<file path="config.mk">
export PLATFORM = sky130hd
export DESIGN_NAME = conv_window_scheduler_flat
export DESIGN_NICKNAME = d
export VERILOG_FILES = /design/src/rtl/conv_window_scheduler_if.sv /design/src/rtl/conv_window_scheduler.sv /design/src/flat_wrapper.sv
export SDC_FILE = /design/constraint.sdc
export NUM_CORES = 1
export LEC_CHECK = 0
export CAP_MARGIN = 15
export CORE_MARGIN = 2
export CORE_UTILIZATION = 47
export CTS_CLUSTER_DIAMETER = 50
export DETAILED_ROUTE_END_ITERATION = 12
export PLACE_DENSITY_LB_ADDON = 0.05
export SLEW_MARGIN = 20
export SYNTH_ARGS = -nofsm -noshare
export SYNTH_HDL_FRONTEND = slang
export SYNTH_SLANG_ARGS = --single-unit
</file>
<file path="constraint.sdc">
create_clock -name clk -period 12.94 [get_ports clk]
set_clock_uncertainty 0.05 [all_clocks]
set_input_delay 1.941 -clock clk [delete_from_list [all_inputs] [get_ports clk]]
set_output_delay 1.941 -clock clk [all_outputs]
set_load 0.005 [all_outputs]
</file>
<file path="src/rtl/conv_window_scheduler_if.sv">
// Signal bundle between the window scheduler and its surroundings:
// start/status, the image-memory read port, the dot-product engine
// handshake and the output feature-map write port.
interface conv_window_scheduler_if #(
    parameter int ADDR_W = 16
);
    logic              start;
    logic              busy;
    logic              done;
    logic              err;
    logic              img_rd_en;
    logic [ADDR_W-1:0] img_addr;
    logic [31:0]       img_rd_data;
    logic [287:0]      win_data;
    logic              dot_start;
    logic              dot_ready;
    logic [31:0]       dot_result;
    logic              out_we;
    logic [ADDR_W-1:0] out_addr;
    logic [31:0]       out_data;

    // The scheduler side.
    modport master (
        input  start, img_rd_data, dot_ready, dot_result,
        output busy, done, err, img_rd_en, img_addr, win_data,
               dot_start, out_we, out_addr, out_data
    );

    // The memories / engine / controller side.
    modport slave (
        output start, img_rd_data, dot_ready, dot_result,
        input  busy, done, err, img_rd_en, img_addr, win_data,
               dot_start, out_we, out_addr, out_data
    );
endinterface

</file>
<file path="src/rtl/conv_window_scheduler.sv">
// Walks every valid 3x3 window of an IMG_W x IMG_H image (stride 1, no
// padding) in row-major order: fetches the nine pixels, hands them to the
// dot-product engine with a level start, waits for its result (with a
// timeout), writes the result to the output map and completes a four-phase
// release before moving on.
module conv_window_scheduler #(
    parameter int IMG_W   = 8,
    parameter int IMG_H   = 8,
    parameter int ADDR_W  = 16,
    parameter int TIMEOUT = 255
) (
    input  logic                  clk,
    input  logic                  rst,
    conv_window_scheduler_if.master bus
);
    localparam int RW = $clog2(IMG_H);
    localparam int CW = $clog2(IMG_W);
    localparam int TW = (TIMEOUT > 1) ? $clog2(TIMEOUT) : 1;

    localparam logic [RW-1:0] LAST_R = RW'(IMG_H - 3);
    localparam logic [CW-1:0] LAST_C = CW'(IMG_W - 3);
    localparam logic [TW-1:0] TO_MAX = TW'(TIMEOUT - 1);

    typedef enum logic [2:0] {
        IDLE,
        FETCH,
        COMPUTE,
        WRITE,
        RELEASE,
        DONE
    } state_t;

    state_t        state_q, state_d;
    logic [RW-1:0] r_q, r_d;
    logic [CW-1:0] c_q, c_d;
    logic [3:0]    k_q, k_d;
    logic [TW-1:0] to_q, to_d;
    logic          err_q, err_d;
    logic [287:0]  win_q, win_d;
    logic [31:0]   res_q, res_d;

    logic [1:0]        kRow, kCol;
    logic [ADDR_W-1:0] fetchAddr;
    logic [ADDR_W-1:0] outAddr;

    // Split the fetch index into its row and column offset inside the window.
    always_comb begin
        kRow = 2'd0;
        kCol = 2'd0;
        case (k_q)
            4'd1:    begin kRow = 2'd0; kCol = 2'd1; end
            4'd2:    begin kRow = 2'd0; kCol = 2'd2; end
            4'd3:    begin kRow = 2'd1; kCol = 2'd0; end
            4'd4:    begin kRow = 2'd1; kCol = 2'd1; end
            4'd5:    begin kRow = 2'd1; kCol = 2'd2; end
            4'd6:    begin kRow = 2'd2; kCol = 2'd0; end
            4'd7:    begin kRow = 2'd2; kCol = 2'd1; end
            4'd8:    begin kRow = 2'd2; kCol = 2'd2; end
            default: begin kRow = 2'd0; kCol = 2'd0; end
        endcase
    end

    assign fetchAddr = (ADDR_W'(r_q) + ADDR_W'(kRow)) * ADDR_W'(IMG_W)
                     + ADDR_W'(c_q) + ADDR_W'(kCol);
    assign outAddr   = ADDR_W'(r_q) * ADDR_W'(IMG_W - 2) + ADDR_W'(c_q);

    assign bus.err      = err_q;
    assign bus.win_data = win_q;
    assign bus.out_data = res_q;

    // Next-state and strobe decode; every strobe is derived from the current
    // state so an asynchronous reset clears them immediately.
    always_comb begin
        state_d       = state_q;
        r_d           = r_q;
        c_d           = c_q;
        k_d           = k_q;
        to_d          = to_q;
        err_d         = err_q;
        win_d         = win_q;
        res_d         = res_q;
        bus.busy      = (state_q != IDLE);
        bus.done      = 1'b0;
        bus.img_rd_en = 1'b0;
        bus.img_addr  = '0;
        bus.dot_start = 1'b0;
        bus.out_we    = 1'b0;
        bus.out_addr  = '0;
        case (state_q)
            IDLE: begin
                if (bus.start) begin
                    r_d     = '0;
                    c_d     = '0;
                    k_d     = '0;
                    to_d    = '0;
                    err_d   = 1'b0;
                    state_d = FETCH;
                end
            end
            FETCH: begin
                if (k_q != 4'd9) begin
                    bus.img_rd_en = 1'b1;
                    bus.img_addr  = fetchAddr;
                end
                for (int s = 0; s < 9; s++) begin
                    if (k_q == 4'(s + 1)) begin
                        win_d[32*s +: 32] = bus.img_rd_data;
                    end
                end
                if (k_q == 4'd9) begin
                    to_d    = '0;
                    state_d = COMPUTE;
                end else begin
                    k_d = k_q + 4'd1;
                end
            end
            COMPUTE: begin
                bus.dot_start = 1'b1;
                if (bus.dot_ready) begin
                    res_d   = bus.dot_result;
                    state_d = WRITE;
                end else if (to_q == TO_MAX) begin
                    res_d   = '0;
                    err_d   = 1'b1;
                    state_d = WRITE;
                end else begin
                    to_d = to_q + 1'b1;
                end
            end
            WRITE: begin
                bus.out_we   = 1'b1;
                bus.out_addr = outAddr;
                state_d      = RELEASE;
            end
            RELEASE: begin
                if (!bus.dot_ready) begin
                    k_d = '0;
                    if (r_q == LAST_R && c_q == LAST_C) begin
                        state_d = DONE;
                    end else begin
                        state_d = FETCH;
                        if (c_q == LAST_C) begin
                            c_d = '0;
                            r_d = r_q + 1'b1;
                        end else begin
                            c_d = c_q + 1'b1;
                        end
                    end
                end
            end
            DONE: begin
                bus.done = 1'b1;
                state_d  = IDLE;
            end
            default: state_d = IDLE;
        endcase
    end

    // State, window position, fetch/timeout counters and data registers.
    always_ff @(posedge clk or posedge rst) begin
        if (rst) begin
            state_q <= IDLE;
            r_q     <= '0;
            c_q     <= '0;
            k_q     <= '0;
            to_q    <= '0;
            err_q   <= 1'b0;
            win_q   <= '0;
            res_q   <= '0;
        end else begin
            state_q <= state_d;
            r_q     <= r_d;
            c_q     <= c_d;
            k_q     <= k_d;
            to_q    <= to_d;
            err_q   <= err_d;
            win_q   <= win_d;
            res_q   <= res_d;
        end
    end
endmodule

</file>
<file path="src/flat_wrapper.sv">
// flat-port wrapper written by rule: the top's interface ports become plain ports
module conv_window_scheduler_flat 
#(
    parameter int IMG_W   = 8,
    parameter int IMG_H   = 8,
    parameter int ADDR_W  = 16,
    parameter int TIMEOUT = 255
)
  (clk, rst, bus_start, bus_img_rd_data, bus_dot_ready, bus_dot_result, bus_busy, bus_done, bus_err, bus_img_rd_en, bus_img_addr, bus_win_data, bus_dot_start, bus_out_we, bus_out_addr, bus_out_data);
  conv_window_scheduler_if #(.ADDR_W(ADDR_W)) bus_i ();
  input  logic clk;
  input  logic rst;
  input wire logic [$bits(bus_i.start)-1:0] bus_start;
  input wire logic [$bits(bus_i.img_rd_data)-1:0] bus_img_rd_data;
  input wire logic [$bits(bus_i.dot_ready)-1:0] bus_dot_ready;
  input wire logic [$bits(bus_i.dot_result)-1:0] bus_dot_result;
  output wire logic [$bits(bus_i.busy)-1:0] bus_busy;
  output wire logic [$bits(bus_i.done)-1:0] bus_done;
  output wire logic [$bits(bus_i.err)-1:0] bus_err;
  output wire logic [$bits(bus_i.img_rd_en)-1:0] bus_img_rd_en;
  output wire logic [$bits(bus_i.img_addr)-1:0] bus_img_addr;
  output wire logic [$bits(bus_i.win_data)-1:0] bus_win_data;
  output wire logic [$bits(bus_i.dot_start)-1:0] bus_dot_start;
  output wire logic [$bits(bus_i.out_we)-1:0] bus_out_we;
  output wire logic [$bits(bus_i.out_addr)-1:0] bus_out_addr;
  output wire logic [$bits(bus_i.out_data)-1:0] bus_out_data;
  assign bus_i.start = bus_start;
  assign bus_i.img_rd_data = bus_img_rd_data;
  assign bus_i.dot_ready = bus_dot_ready;
  assign bus_i.dot_result = bus_dot_result;
  assign bus_busy = bus_i.busy;
  assign bus_done = bus_i.done;
  assign bus_err = bus_i.err;
  assign bus_img_rd_en = bus_i.img_rd_en;
  assign bus_img_addr = bus_i.img_addr;
  assign bus_win_data = bus_i.win_data;
  assign bus_dot_start = bus_i.dot_start;
  assign bus_out_we = bus_i.out_we;
  assign bus_out_addr = bus_i.out_addr;
  assign bus_out_data = bus_i.out_data;
  conv_window_scheduler #(.IMG_W(IMG_W), .IMG_H(IMG_H), .ADDR_W(ADDR_W), .TIMEOUT(TIMEOUT)) u_core (.clk(clk), .rst(rst), .bus(bus_i));
endmodule
</file>
==> impl_summary.txt <==
----------------------------------------------------
[Final layout]
  Fraction of final layout cells sized beyond drive strength 1 ... 0.263
  FF/Latch Area ... between 8000 and 9000 sq um
  Total Nets Final ... ~1400
  Fillers ... 2126
  Growth of design area from synthesis to finish ... 40.6%
  Area occupied by multi-input gates ... ~5000 sq um
  Antenna Diode Count ... 0

[Pwr]
  Internal Power ... around 3.6 mW
  Combinational Power Share ... 0.421
  Fraction of power spent switching nets ... 0.286
  Standby leakage power ... roughly 8 nW
  Seq pwr share ... 0.376
  Power spent charging and discharging nets ... around 1.4 mW
  Peak supply drop ... approximately 0.14 mV
  Power density over the cells ... ~260 nW/um^2
  Power share of the clock group ... 0.203

[Floorplanning]
  Core Footprint ... about 29000 sq um
  Total Die Area ... 30600 sq um
  Ports placed on the boundary ... between 400 and 500
  Num rows ... 62
  Chip width ... between 150 and 200 um
  Vertical extent of the die ... ~170 um
  Initial standard-cell utilization of the core ... 0.478

[Global routing]
  Initial antenna violation count ... 0
  Global routing usage summed across all routing layers ... 0.245
  Vias in the first global route ... around 9300
  First-pass GRT wire length ... roughly 57000 um
  GRT Residual Overflow ... 0
  Pin count of the biggest net entering global routing ... roughly 120

[STA]
  Number of failing hold endpoints at the final stage ... 0
  Final number of max-transition violations ... 0
  Final hold slack ... between 400 and 500 ps
  Slew @ Worst Pin ... around 1100 ps
  Normalized max-slew margin ... 0.257
  Setup Total Neg Slack ... 0 ps
  Final worst path period share ... 0.454
  Unrepaired setup endpoints after global routing ... no
  Shortest period the worst path allows ... about 6000 ps
  Total setup violations reported at the end of the flow ... 0
  Max frequency ... ~170 MHz

[Synth]
  Area share of the largest cell type after synthesis ... 0.624
  Largest cells by area after synthesis ... sky130_fd_sc_hd__dfrtp_1 (62%), sky130_fd_sc_hd__mux2_2 (23%), sky130_fd_sc_hd__a22o_1 (2.0%)
  Number of flops mapped to enable cells by yosys ... 0
  Number of warnings issued by yosys ... 0
  Number of synthesized register bits ... around 340
  Mean Syn Cell Area ... ~15 sq um
  Area of the mapped netlist ... about 14000 sq um
  Fraction of synthesis flops using an asynchronous set or reset pin ... 1.00
  Number of distinct library cell variants in the gate-level netlist after synthesis ... 53
  Flip-flop cell with the highest count after synthesis ... sky130_fd_sc_hd__dfrtp_1
  Gate Count Post-Synth ... 923
  Cell type contributing the most total cell area after synthesis ... sky130_fd_sc_hd__dfrtp_1
  Part of the Yosys area used for sequential elements ... 0.624

[Critical path]
  Kind of critical path ... flip-flop to primary output
  Cells along the critical path ... inv_1 -> ha_1 -> nor2_1 -> a211oi_1 -> ha_1 -> inv_1 -> fa_1 -> nor4bb_1 -> and3_1 -> o21ai_0 -> a21oi_1 -> clkdlybuf4s50_1
  Worst r2r dst ... u_core.bus.win_data[202]
  Setup slack on the worst flop-to-flop path ... ~10000 ps
  Endpoint arrival time on the critical path ... 3880 ps
  Reg-to-reg critical path startpoint ... u_core.state_q[2]
  Slowest stage delay, CP ... 530 ps
  Maximum fanout encountered on the critical timing path ... 5
  Required time of the critical path ... around 11000 ps
  Setup crit end kind ... primary output
  Startpoint type of the worst setup path ... flip-flop
  Depth of the most critical reg-to-reg path ... 4
  Cell type of the slowest stage on the worst timing path ... sky130_fd_sc_hd__nor4bb_1

[Run]
  Max_cap viols ... 0

[Detailed routing]
  Drt total wl ... roughly 38000 um
  Routed wirelength normalized by instance count ... 21.6 um
  Via count ... 9088
  DRT antenna net count ... 0
  Number of design rule violations left after detail routing ... 0
  DRT Pass-1 Iters ... 4
  DRT iter0 DRCs ... approximately 480
  Ratio of routed vias to standard cells ... between 5 and 6

[Place]
  Post-DP HPWL ... 25200 um
  Buffers added on ports ... around 410
  Final weighted congestion of routability-driven global placement ... between 0.8 and 0.9

[CTS]
  Clk sinks ... between 300 and 400
  Number of buffers added by the clock tree synthesis step ... 36
  Number of levels the H-tree was split into ... 2
  Clk Latency, worst-skew pair ... between 500 and 600 ps
  Post-CTS Hold Buffers ... 0
  CTS Root Cell ... sky130_fd_sc_hd__clkbuf_16
  Maximum count of clock buffers along a single path ... 3
  Clock-pin slew of the registers on the worst-case setup and hold paths ... 60 ps
  Post-cts resize count ... 0
  Clock tree from TritonCTS ... built
  Post-CTS setup repair buffer count ... 0

[Worst hold path]
  Hold crit path type ... flip-flop to flip-flop
  Hold path endpoint ... u_core.bus.win_data[200]
  Min-Delay Startpoint ... u_core.bus.win_data[200]
  Worst hold path cell count ... 1

[Run status]
  Run status ... finished, final reports clean

----------------------------------------------------
-- routing by layer --
layer,global-route usage,part of all wire
met1,0.318,0.42
met2,0.405,0.48
met3,0.0705,0.077
met4,0.0646,0.024
met5,0,0
-- synth_stat cells (3+ instances only) --
library cell               instances
sky130_fd_sc_hd__nand3_1           4
sky130_fd_sc_hd__buf_2            23
sky130_fd_sc_hd__ha_1             16
sky130_fd_sc_hd__o21ai_0          15
sky130_fd_sc_hd__nor2b_1           5
sky130_fd_sc_hd__a22o_1           32
sky130_fd_sc_hd__a31oi_1          11
sky130_fd_sc_hd__nand2_2           4
sky130_fd_sc_hd__buf_1             9
sky130_fd_sc_hd__mux2_1            9
sky130_fd_sc_hd__nor2_1           26
sky130_fd_sc_hd__o211ai_1          3
sky130_fd_sc_hd__and2_1            3
sky130_fd_sc_hd__nand3b_1          5
sky130_fd_sc_hd__xnor2_1           7
sky130_fd_sc_hd__fa_1              4
sky130_fd_sc_hd__dfrtp_1         342
sky130_fd_sc_hd__xor2_1            3
sky130_fd_sc_hd__nand2_1          19
sky130_fd_sc_hd__mux2_2          280
sky130_fd_sc_hd__a21oi_1           8
sky130_fd_sc_hd__o31ai_1           3
sky130_fd_sc_hd__inv_1            23
sky130_fd_sc_hd__clkbuf_1         10
sky130_fd_sc_hd__nor3_1            3
sky130_fd_sc_hd__buf_4            17
-- cell usage in the layout, fill, tap and decap left out, types with 3 or more instances in the layout --
master	count
sky130_fd_sc_hd__clkdlybuf4s50_1	408
sky130_fd_sc_hd__dfrtp_1	342
sky130_fd_sc_hd__mux2_2	280
sky130_fd_sc_hd__clkbuf_16	38
sky130_fd_sc_hd__a22o_1	32
sky130_fd_sc_hd__nor2_1	24
sky130_fd_sc_hd__inv_1	22
sky130_fd_sc_hd__conb_1	17
sky130_fd_sc_hd__nand2_1	16
sky130_fd_sc_hd__ha_1	16
sky130_fd_sc_hd__o21ai_0	15
sky130_fd_sc_hd__a31oi_1	11
sky130_fd_sc_hd__clkbuf_8	10
sky130_fd_sc_hd__mux2_1	9
sky130_fd_sc_hd__clkbuf_1	9
sky130_fd_sc_hd__a21oi_1	8
sky130_fd_sc_hd__xnor2_1	7
sky130_fd_sc_hd__buf_4	6
sky130_fd_sc_hd__nand3b_1	5
sky130_fd_sc_hd__nor2b_1	5
sky130_fd_sc_hd__nand2_2	5
sky130_fd_sc_hd__nand3_1	4
sky130_fd_sc_hd__fa_1	4
sky130_fd_sc_hd__clkinv_2	4
sky130_fd_sc_hd__o211ai_1	3
sky130_fd_sc_hd__and2_1	3
sky130_fd_sc_hd__nor3_1	3
sky130_fd_sc_hd__xor2_1	3
sky130_fd_sc_hd__o31ai_1	3
-- state kept, by name, indices dropped and copies added, names as in the netlist --
register             cells
u_core.bus.win_data    288
u_core.c_q               3
u_core.bus.err           1
u_core.state_q           3
u_core.r_q               3
u_core.to_q              8
u_core.k_q               4
u_core.bus.out_data     32
-- area by class of cell --
class / instances / area share
flip-flops and latches: 342 / 0.443
inverters: 23 / 0.00486
repair buffers: 414 / 0.214
clock buffers: 57 / 0.0582
clock inverters: 6 / 0.00227
well taps: 384 / 0.0249
multi-input cells: 515 / 0.252
-- power groups by stage --
stage	logic, mW	clock network (mW)	registers [mW]
floorplan	0.745	0	1.89
global placement	2.08	0	1.87
detailed placement	2.12	0	1.88
CTS	2.12	1.03	1.87
global route	2.23	1.08	1.94
finish	2.10	1.01	1.87
-- worst max-delay path by stage --
stage / from / to / slack (ps)
2_1_floorplan: rst / u_core.bus.err / 1470
3_3_place_gp: u_core.k_q[0] / bus_img_addr[6] / 7760
3_5_place_dp: u_core.k_q[0] / bus_img_addr[6] / 7610
4_1_cts: u_core.k_q[0] / bus_img_addr[6] / 7080
5_1_grt: u_core.k_q[1] / bus_img_addr[6] / 6890
6_report: u_core.k_q[1] / bus_img_addr[6] / 7070
-- critical path, delay by kind of cell (launching register included) --
| family | cells | cell delay (ps) |
|---|---|---|
| simple gates | 3 | 830 |
| compound gates | 3 | 480 |
| buf+inv | 3 | 730 |
| flops | 1 | 410 |
| fa+ha+maj | 3 | 940 |
-- cell families (layout without fill, tap and decap cells) --
group | Yosys count | count (layout) | share of synthesized area
simple gates | 92 | 92 | 0.0369
other cells | 1 | 17 | 0.000273
xor+xnor | 10 | 10 | 0.00638
buf+inv | 82 | 500 | 0.0292
compound gates | 85 | 85 | 0.0448
fa+ha+maj | 20 | 20 | 0.0204
flops | 342 | 342 | 0.624
mux | 291 | 291 | 0.239
-- per-stage QoR --
stage | setup slack [ps] | std cells | instance area, sq um | total power, mW | util
3_5_place_dp | 7610 | 1678 | 18100 | 3.99 | 0.632
4_1_cts | 7080 | 1741 | 19300 | 5.02 | 0.672
5_1_grt | 6890 | 1741 | 19300 | 5.24 | 0.672
2_1_floorplan | 1470 | 939 | 13800 | 2.63 | -
3_3_place_gp | 7760 | 1678 | 18100 | 3.95 | 0.631
6_report | 7070 | 1741 | 19300 | 4.98 | 0.672
Note: power is estimated with default switching activity, not from simulation.
==> RTL change: new RTL, same settings <==
`TIMEOUT` is set to 255 in 2 places; all go to 510.
--- a/src/rtl/conv_window_scheduler.sv
+++ b/src/rtl/conv_window_scheduler.sv
@@ -9,3 +9,3 @@
     parameter int ADDR_W  = 16,
-    parameter int TIMEOUT = 255
+    parameter int TIMEOUT = 510
 ) (
--- a/src/flat_wrapper.sv
+++ b/src/flat_wrapper.sv
@@ -6,3 +6,3 @@
     parameter int ADDR_W  = 16,
-    parameter int TIMEOUT = 255
+    parameter int TIMEOUT = 510
 )
Behaviour: no difference found for any inputs over 4 cycles, from zero or initial values and one cycle with rst high; that may be too few to reach the edited logic, so the function may still have changed.
==> RTL change against the unedited design <==
Critical endpoint unchanged. Final area rose by 0.41%. Wire length fell by 0.87%. Sequential cell count rose by 1. Maximum frequency rose by 2.7%. Synthesized area rose by 0.31%. Combinational power fell by 11%. Worst setup slack improved by 160 ps. Total power fell by 5.2%. Highest routed layer unchanged. Hold slack improved by 5.9 ps.
==> RTL change: results <==
[status]
status = "completed"

[logic_synthesis]
synth.distinct_cells = 51
yosysWarnings = 0
ys_top_cells_by_count = "dfrtp_1 (343), mux2_2 (290), a22o_1 (36)"
synth-seq-area-share = 0.623
yosys-top-cells-area = "dfrtp_1 (62%), mux2_2 (24%), a22o_1 (2.3%)"
ys_async_sr_fraction = 1.00
synth_top_area_share = 0.623
avgSynthCellArea_um2 = 14.8

[critical_path]
arrival_ps = 3730
cp_max_fo = 6
worstReg2RegEnd = "u_core.bus.win_data[42]"
r2r_setup_slack_ps = 10030

[clocking]
ctsResizeCount = 0
clkSlewWorstSetupHoldPaths_ps = 60
numCtsBuffers = 37

[grt]
grt_pass1_wl_um = 56500
grt_pass1_vias = 9246
grtUsageTotal = 0.240
grt_max_degree = 140

[placed_design]
place_inst = 1682
dp.final_hpwl_um = 24900
place_congestion = 0.832

[detailed_routing]
wl_met1_um = 15300
wl_per_cell_um = 21.3
drtIter0Drc = 312
via_per_inst = 5.21
wl_met3_um = 2540
wl_um = 37200
met2_length_um = 18100
drt_first_pass_iters = 4

[cells_and_area]
fillers = 2188
layout.nets = 1425
final_layout_size_suffix_gt1_frac = 0.270

[pwr]
ir_drop_uv = 142
leakage_nw = 8.35
switching_share = 0.280

[hold_path]
hp-class = "reg2reg"
min_from = "u_core.to_q[8]"
hold_end = "u_core.to_q[8]"

[timing]
worst_slew_pin_slew_ps = 1110
fin_setup_tns_ps = 0
## RTL change: cell count changes in the layout (fill, tap and decap cells not counted), sizes merged, moves of 3 or more
cell    delta
mux2i      +3
a31oi      -8
a22o       +4
or3b       -3
o211ai     -3
o21ai      -3
## RTL change: final cells by class
cell class                 count  area (µm²)  area share
sequential                   343        8580       0.443
multi-input combinational    520        4890       0.252
timing repair buffer         415        4140       0.213
clock buffer                  55        1130      0.0581
tap                          384         480      0.0248
inverter                      20        82.6     0.00426
clock inverter                 9        81.3     0.00420
## RTL change: through the flow
step	worst slack [ps]	utilization	instance area [µm²]	hold slack [ps]
3_3_place_gp	7830	0.631	18200	432
5_1_grt	7070	0.673	19400	456
6_report	7220	0.673	19400	446
2_1_floorplan	1440	-	13800	400
4_1_cts	7300	0.673	19400	445
3_5_place_dp	7820	0.631	18200	433
## RTL change: worst max-delay path by stage
| stage | startpoint | end | slack, ps | depth (start not counted) |
|---|---|---|---|---|
| 3_5_place_dp | rst | u_core.bus.win_data[143] | 7820 | 4 |
| 3_3_place_gp | rst | u_core.bus.win_data[143] | 7830 | 4 |
| 2_1_floorplan | rst | u_core.bus.err | 1440 | 1 |
| 6_report | u_core.k_q[1] | bus_img_addr[6] | 7220 | 11 |
| 5_1_grt | u_core.k_q[1] | bus_img_addr[6] | 7070 | 11 |
| 4_1_cts | u_core.k_q[1] | bus_img_addr[7] | 7300 | 9 |
## RTL change: logic make-up (layout without fill, tap and decap cells)
logic type | count (synthesis) | after routing | share of synthesized area
flops | 343 | 343 | 0.623
mux | 295 | 295 | 0.241
simple gates | 98 | 98 | 0.0369
buf+inv | 83 | 499 | 0.0286
compound gates | 78 | 78 | 0.0420
fa+ha+maj | 20 | 20 | 0.0204
xor+xnor | 12 | 12 | 0.00763
other cells | 1 | 17 | 0.000272
## RTL change: critical path, stage by stage (launching register included)
cell	delay, ps
dfrtp_1	420
inv_1	140
ha_1	300
nor2_1	80
a211oi_1	280
ha_1	230
inv_1	60
fa_1	460
nor3_1	330
mux2i_1	240
a32o_1	180
clkdlybuf4s50_1	500
## RTL change: layer usage
metal / track usage / up-vias
met5: 0 / -
met4: 0.0823 / 0
met3: 0.0590 / 76
met2: 0.399 / 332
met1: 0.309 / 4613
li1: - / 4084
## RTL change: power by group through the flow
stage	logic, W	registers [W]	clock network, W
3_5_place_dp	0.00187	0.00183	0
5_1_grt	0.00198	0.00188	0.00111
4_1_cts	0.00189	0.00182	0.00106
6_report	0.00186	0.00182	0.00104
2_1_floorplan	0.000641	0.00183	0
3_3_place_gp	0.00185	0.00181	0
